**src/rtl/dmem_rmw_ctrl.sv**
```systemverilog
// Data-memory access controller: sub-word stores become read-modify-write, loads get lane extraction/extension.
// Optional misalignment trap enabled by defining DMEM_MISALIGN_TRAP_EN.
module dmem_rmw_ctrl #(
  parameter int unsigned DATA_W = 32,
  parameter int unsigned ADDR_W = 32
) (
  input  logic              clk,
  input  logic              reset,
  input  logic              req_valid,
  output logic              req_ready,
  input  logic              req_read,
  input  logic              req_write,
  input  logic [1:0]        req_maskMode,
  input  logic              req_sext,
  input  logic [ADDR_W-1:0] req_addr,
  input  logic [DATA_W-1:0] req_wdata,
  output logic              resp_valid,
  output logic [DATA_W-1:0] resp_rdata,
  output logic              resp_err,
  output logic              dmem_valid,
  input  logic              dmem_ready,
  output logic [ADDR_W-1:0] dmem_addr,
  output logic              dmem_memRead,
  output logic              dmem_memWrite,
  output logic [DATA_W-1:0] dmem_writeData,
  input  logic              dmem_rvalid,
  input  logic [DATA_W-1:0] dmem_readData
);

  localparam int unsigned NB    = DATA_W / 8;
  localparam int unsigned OFF_W = $clog2(NB);

  typedef enum logic [2:0] {IDLE, RD_REQ, RD_WAIT, WR_REQ, RESP} state_t;

  state_t              state;
  logic                cap_write;
  logic                cap_sext;
  logic [OFF_W-1:0]    cap_off;
  logic [3:0]          cap_size;
  logic [DATA_W-1:0]   cap_wdata;

  logic [1:0]          eff_mode;
  logic [3:0]          acc_size;
  logic [OFF_W-1:0]    off_raw;
  logic [OFF_W-1:0]    off_al;
  logic                accept;
  logic                trap;

  always_comb begin
    eff_mode = req_maskMode;
    if (DATA_W == 32 && req_maskMode == 2'd3) eff_mode = 2'd2;
  end

  assign acc_size = 4'd1 << eff_mode;
  assign off_raw  = req_addr[OFF_W-1:0];
  assign off_al   = off_raw & ~OFF_W'(acc_size - 4'd1);
  assign accept   = req_valid & req_ready & (req_read | req_write);

`ifdef DMEM_MISALIGN_TRAP_EN
  assign trap = (off_raw != off_al);
`else
  assign trap     = 1'b0;
  assign resp_err = 1'b0;
`endif

  // Byte lanes [off, off+size) of word replaced by the low bytes of data.
  function automatic logic [DATA_W-1:0] merge_word(input logic [DATA_W-1:0] word,
                                                   input logic [DATA_W-1:0] data,
                                                   input logic [OFF_W-1:0]  off,
                                                   input logic [3:0]        size);
    logic [DATA_W-1:0] m;
    int unsigned o, s;
    o = 32'(off);
    s = 32'(size);
    m = ({DATA_W{1'b1}} >> (DATA_W - s * 8)) << (o * 8);
    return (word & ~m) | ((data << (o * 8)) & m);
  endfunction

  function automatic logic [DATA_W-1:0] extract(input logic [DATA_W-1:0] word,
                                                input logic [OFF_W-1:0]  off,
                                                input logic [3:0]        size,
                                                input logic              sext);
    logic [DATA_W-1:0] sh, fm;
    int unsigned o, s;
    o  = 32'(off);
    s  = 32'(size);
    sh = word >> (o * 8);
    fm = {DATA_W{1'b1}} >> (DATA_W - s * 8);
    if (sext && |(sh & (DATA_W'(1) << (s * 8 - 1))))
      return sh | ~fm;
    return sh & fm;
  endfunction

  always_ff @(posedge clk) begin
    if (reset) begin
      state          <= IDLE;
      req_ready      <= 1'b1;
      resp_valid     <= 1'b0;
      resp_rdata     <= '0;
`ifdef DMEM_MISALIGN_TRAP_EN
      resp_err       <= 1'b0;
`endif
      dmem_valid     <= 1'b0;
      dmem_addr      <= '0;
      dmem_memRead   <= 1'b0;
      dmem_memWrite  <= 1'b0;
      dmem_writeData <= '0;
      cap_write      <= 1'b0;
      cap_sext       <= 1'b0;
      cap_off        <= '0;
      cap_size       <= '0;
      cap_wdata      <= '0;
    end else begin
      case (state)
        IDLE: begin
          if (accept) begin
            req_ready <= 1'b0;
            cap_write <= req_write;
            cap_sext  <= req_sext;
            cap_off   <= off_al;
            cap_size  <= acc_size;
            cap_wdata <= req_wdata;
            dmem_addr <= {req_addr[ADDR_W-1:OFF_W], {OFF_W{1'b0}}};
            if (trap) begin
              state      <= RESP;
              resp_valid <= 1'b1;
              resp_rdata <= '0;
`ifdef DMEM_MISALIGN_TRAP_EN
              resp_err   <= 1'b1;
`endif
            end else if (req_write && 32'(acc_size) == NB) begin
              state          <= WR_REQ;
              dmem_valid     <= 1'b1;
              dmem_memWrite  <= 1'b1;
              dmem_writeData <= req_wdata;
            end else begin
              state        <= RD_REQ;
              dmem_valid   <= 1'b1;
              dmem_memRead <= 1'b1;
            end
          end
        end
        RD_REQ: begin
          if (dmem_ready) begin
            state        <= RD_WAIT;
            dmem_valid   <= 1'b0;
            dmem_memRead <= 1'b0;
          end
        end
        RD_WAIT: begin
          // Read word is folded straight into the write data or the response register.
          if (dmem_rvalid) begin
            if (cap_write) begin
              state          <= WR_REQ;
              dmem_valid     <= 1'b1;
              dmem_memWrite  <= 1'b1;
              dmem_writeData <= merge_word(dmem_readData, cap_wdata, cap_off, cap_size);
            end else begin
              state      <= RESP;
              resp_valid <= 1'b1;
              resp_rdata <= extract(dmem_readData, cap_off, cap_size, cap_sext);
            end
          end
        end
        WR_REQ: begin
          if (dmem_ready) begin
            state         <= RESP;
            dmem_valid    <= 1'b0;
            dmem_memWrite <= 1'b0;
            resp_valid    <= 1'b1;
            resp_rdata    <= '0;
          end
        end
        RESP: begin
          state      <= IDLE;
          resp_valid <= 1'b0;
          req_ready  <= 1'b1;
`ifdef DMEM_MISALIGN_TRAP_EN
          resp_err   <= 1'b0;
`endif
        end
        default: state <= IDLE;
      endcase
    end
  end

endmodule

```
**config.mk**
```make
export PLATFORM = sky130hd
export DESIGN_NAME = dmem_rmw_ctrl
export DESIGN_NICKNAME = d
export VERILOG_FILES = /design/src/rtl/dmem_rmw_ctrl.sv
export SDC_FILE = /design/constraint.sdc
export NUM_CORES = 1
export LEC_CHECK = 0
export BUFFER_PORTS_ARGS = -buffer_cell sky130_fd_sc_hd__buf_2
export CORE_ASPECT_RATIO = 0.8
export CORE_MARGIN = 4
export CORE_UTILIZATION = 56
export DETAILED_ROUTE_END_ITERATION = 7
export PLACE_DENSITY = 0.94
export SYNTH_ARGS = -nofsm -noshare
export SYNTH_HDL_FRONTEND = slang
export SYNTH_SLANG_ARGS = --single-unit
```
**constraint.sdc**
```tcl
create_clock -name clk -period 5.1 [get_ports clk]
set_input_delay 0.51 -clock clk [delete_from_list [all_inputs] [get_ports clk]]
set_output_delay 0.51 -clock clk [all_outputs]
set_load 0.01 [all_outputs]
```
==> reports/results.ini <==
[layout]
layout-drive-gt1-share = 0.267
syn_to_final_growth_pct = 22.4
layout.cells.most_common_list = sky130_fd_sc_hd__nand2_1, sky130_fd_sc_hd__buf_2, sky130_fd_sc_hd__dfxtp_1, sky130_fd_sc_hd__a21oi_1, sky130_fd_sc_hd__nor2_1
design.final.nets = 1137
final_common_cell = sky130_fd_sc_hd__nand2_1
ant_cells = 0
postLayoutCoreUtil = 0.706

[logic_synthesis]
yosysWarningCount = 0
synth_enable_flop_cells = 0
avgSynthCellArea_um2 = 8.10
synthArstFlopShare = 0
synth-seq-cells = 142
synth_seq_area_share = 0.402
syn_inst = 873
post_synth_num_cell_types = 55
synth_area_um2 = 7070
predominant_post_synthesis_flop_cell = sky130_fd_sc_hd__dfxtp_1

[grt]
antenna_found_initial = 1
grt_pass1_vias = 6814
grt_remaining_overflow = 0
grt_pass1_wl_mm = 36.2
global_route.usage.total = 0.318
maximum_number_of_pins_on_one_net_before_global_route_repair = 103

[clock_network]
cts_htree_levels = 4
post_cts_buffers = 0
postCtsHoldBufs = 0
cts-resized-gates = 0
cts.path.max_buffers = 2
cts.reportedPaths.clkPinSlew_ns = 0.06
numCtsBuffers = 17
cts_tree = built
clock-sinks = 142
clock_insertion_delay_worst_skew_ns = 0.43
cts-root-buf = sky130_fd_sc_hd__clkbuf_16

[worst_setup_path]
cp_cell_sequence = inv_1, ha_1, or2_2, a21oi_1, nand3_1, mux2i_1, o221ai_1
timing.critical_path.required_ns = 5.35
max_stage_delay_ns = 0.76
timing.critical_path.to_type = flip-flop
rrSetupSlack_ns = 1.68
critical-path-slowest-cell = sky130_fd_sc_hd__a21oi_1
critical_path_arrival_ns = 3.67
setup.worst_path.class = reg -> reg
crit_path_max_fanout = 13
critical_path.startpoint_type = flip-flop

[drt]
drt.antenna.violating_nets = 0
drc_errors = 0
dr.pass1.iters = 6
totalWireLength_mm = 23.6
detailedRoute.firstIterationViolations = 1139
avgViaCountPerCell = 6.20
dr_total_vias = 7515
wl_per_instance_um = 19.4

[sta]
final.min_clock_period_ns = 3.42
final_max_slew_viol_count = 0
transition_at_the_pin_with_the_smallest_max_transition_slack_ns = 1.20
unrepaired_setup_endpoints_after_global_routing = false
post-route-worst-setup-slack_ns = 1.68
relSlewSlack = 0.202
setup-tns-final_ns = 0
max_clock_freq_mhz = 292
clock-skew-final_ns = 0.00909
final_hold_violation_count = 0
setup-violations-final = 0
min_period_over_period = 0.670

[worst_hold_path]
hold_class = in -> reg

[floorplan]
floorplan.die_area_um2 = 14500
die_y_um = 108
die_w_um = 134
start_util = 0.577
placement_rows = 36
design.portCount = 208
core_area_um2 = 12300

[placed_design]
gp_congestion = 0.944
placement.setup.worst_slack_ns = 1.80
place.port_buffers = 204
hpwl_mm = 16.1

[outcome]
run_status = complete, no violations

[pwr]
power.leakage_uw = 0.00355
power_density_nw_per_um2 = 346
vdd_ir_drop_max_uv = 277

[flow_run]
max_cap_violations = 0

[synthesized netlist by cell type, types with 6 or more instances]
master,instances,share of area
sky130_fd_sc_hd__o311ai_0,8,0.0099
sky130_fd_sc_hd__inv_1,17,0.0090
sky130_fd_sc_hd__o221ai_1,8,0.0099
sky130_fd_sc_hd__o211ai_1,17,0.018
sky130_fd_sc_hd__mux2i_1,39,0.055
sky130_fd_sc_hd__o311a_1,9,0.013
sky130_fd_sc_hd__nand4b_1,16,0.020
sky130_fd_sc_hd__nand3_1,7,0.0050
sky130_fd_sc_hd__nand2b_1,10,0.0088
sky130_fd_sc_hd__a21boi_0,17,0.018
sky130_fd_sc_hd__nand3b_1,13,0.014
sky130_fd_sc_hd__a32oi_1,7,0.0087
sky130_fd_sc_hd__nor2b_1,11,0.0097
sky130_fd_sc_hd__o21ai_0,14,0.0099
sky130_fd_sc_hd__a311oi_1,9,0.011
sky130_fd_sc_hd__nor2_1,48,0.025
sky130_fd_sc_hd__nand2_1,221,0.12
sky130_fd_sc_hd__mux2_2,17,0.027
sky130_fd_sc_hd__a21oi_1,87,0.062
sky130_fd_sc_hd__dfxtp_1,142,0.40
sky130_fd_sc_hd__a221oi_1,24,0.030
sky130_fd_sc_hd__buf_2,12,0.0085
sky130_fd_sc_hd__buf_1,6,0.0032
sky130_fd_sc_hd__a22oi_1,9,0.0096
sky130_fd_sc_hd__clkbuf_1,54,0.029
[state kept, by name, summed over array words and instances, names as in the netlist]
name	cells
cap_off	2
cap_sext	1
cap_size	4
cap_wdata	32
cap_write	1
dmem_addr	30
dmem_memRead	1
dmem_memWrite	1
dmem_valid	1
dmem_writeData	32
req_ready	1
resp_rdata	32
resp_valid	1
state	3
[kinds of logic after synthesis]
logic type | count (synthesis) | synth area share
simple gates | 345 | 0.220
compound gates | 230 | 0.230
flops | 142 | 0.402
buf+inv | 95 | 0.0573
mux | 57 | 0.0855
fa+ha+maj | 2 | 0.00354
other cells | 1 | 0.000530
xor+xnor | 1 | 0.00124
[area by class of cell]
| cell class | instances | area (um^2) |
|---|---|---|
| multi-input combinational | 638 | 3850 |
| clock inverter | 15 | 164 |
| sequential | 142 | 2840 |
| clock buffer | 17 | 425 |
| timing repair buffer | 213 | 1090 |
| tap | 171 | 214 |
| fill | 961 | 3600 |
| inverter | 17 | 63.8 |
[critical path: cells and delay by family, from the launching register on]
family | cells | cell delay (ns)
buffers and inverters | 1 | 0.18
and+or+nand+nor | 2 | 0.97
adders and majority gates | 1 | 0.27
muxes | 1 | 0.36
AOI/OAI and AO/OA | 2 | 0.91
DFF | 1 | 0.55
[path summary, 6_finish.rpt]
path	start	to	cells after the start
worst min register to register	dmem_addr[2]	dmem_addr[2]	2
worst min-delay path	req_addr[6]	dmem_addr[6]	3
worst max-delay path	cap_size[0]	dmem_writeData[2]	7
worst max register to register	cap_size[0]	dmem_writeData[2]	7
[routing by layer]
metal | wire [um] | up-vias | track usage
li1 | - | 3426 | -
met1 | 9060 | 3441 | 0.422
met2 | 10500 | 532 | 0.488
met3 | 2780 | 114 | 0.0721
met4 | 1190 | 2 | 0.166
met5 | 13 | - | 0
[where the power goes]
group          leakage [uW]  switching [uW]  internal (uW)  total, uW
clock network      0.000284             522            727       1250
logic               0.00211             327            194        521
registers           0.00115            52.5           1170       1230
total               0.00355             902           2090       2990
[stage by stage]
step	cells	hold slack, ns	power [uW]	cell area (um^2)
after floorplan	875	0.434	1570	7080
after global placement	1181	0.439	1730	8060
after detailed placement	1181	0.443	1750	8060
after CTS	1213	0.314	2980	8650
after global routing	1213	0.323	3100	8650
final	1213	0.318	2990	8650
No activity file was read; power rests on OpenSTA's default activity.
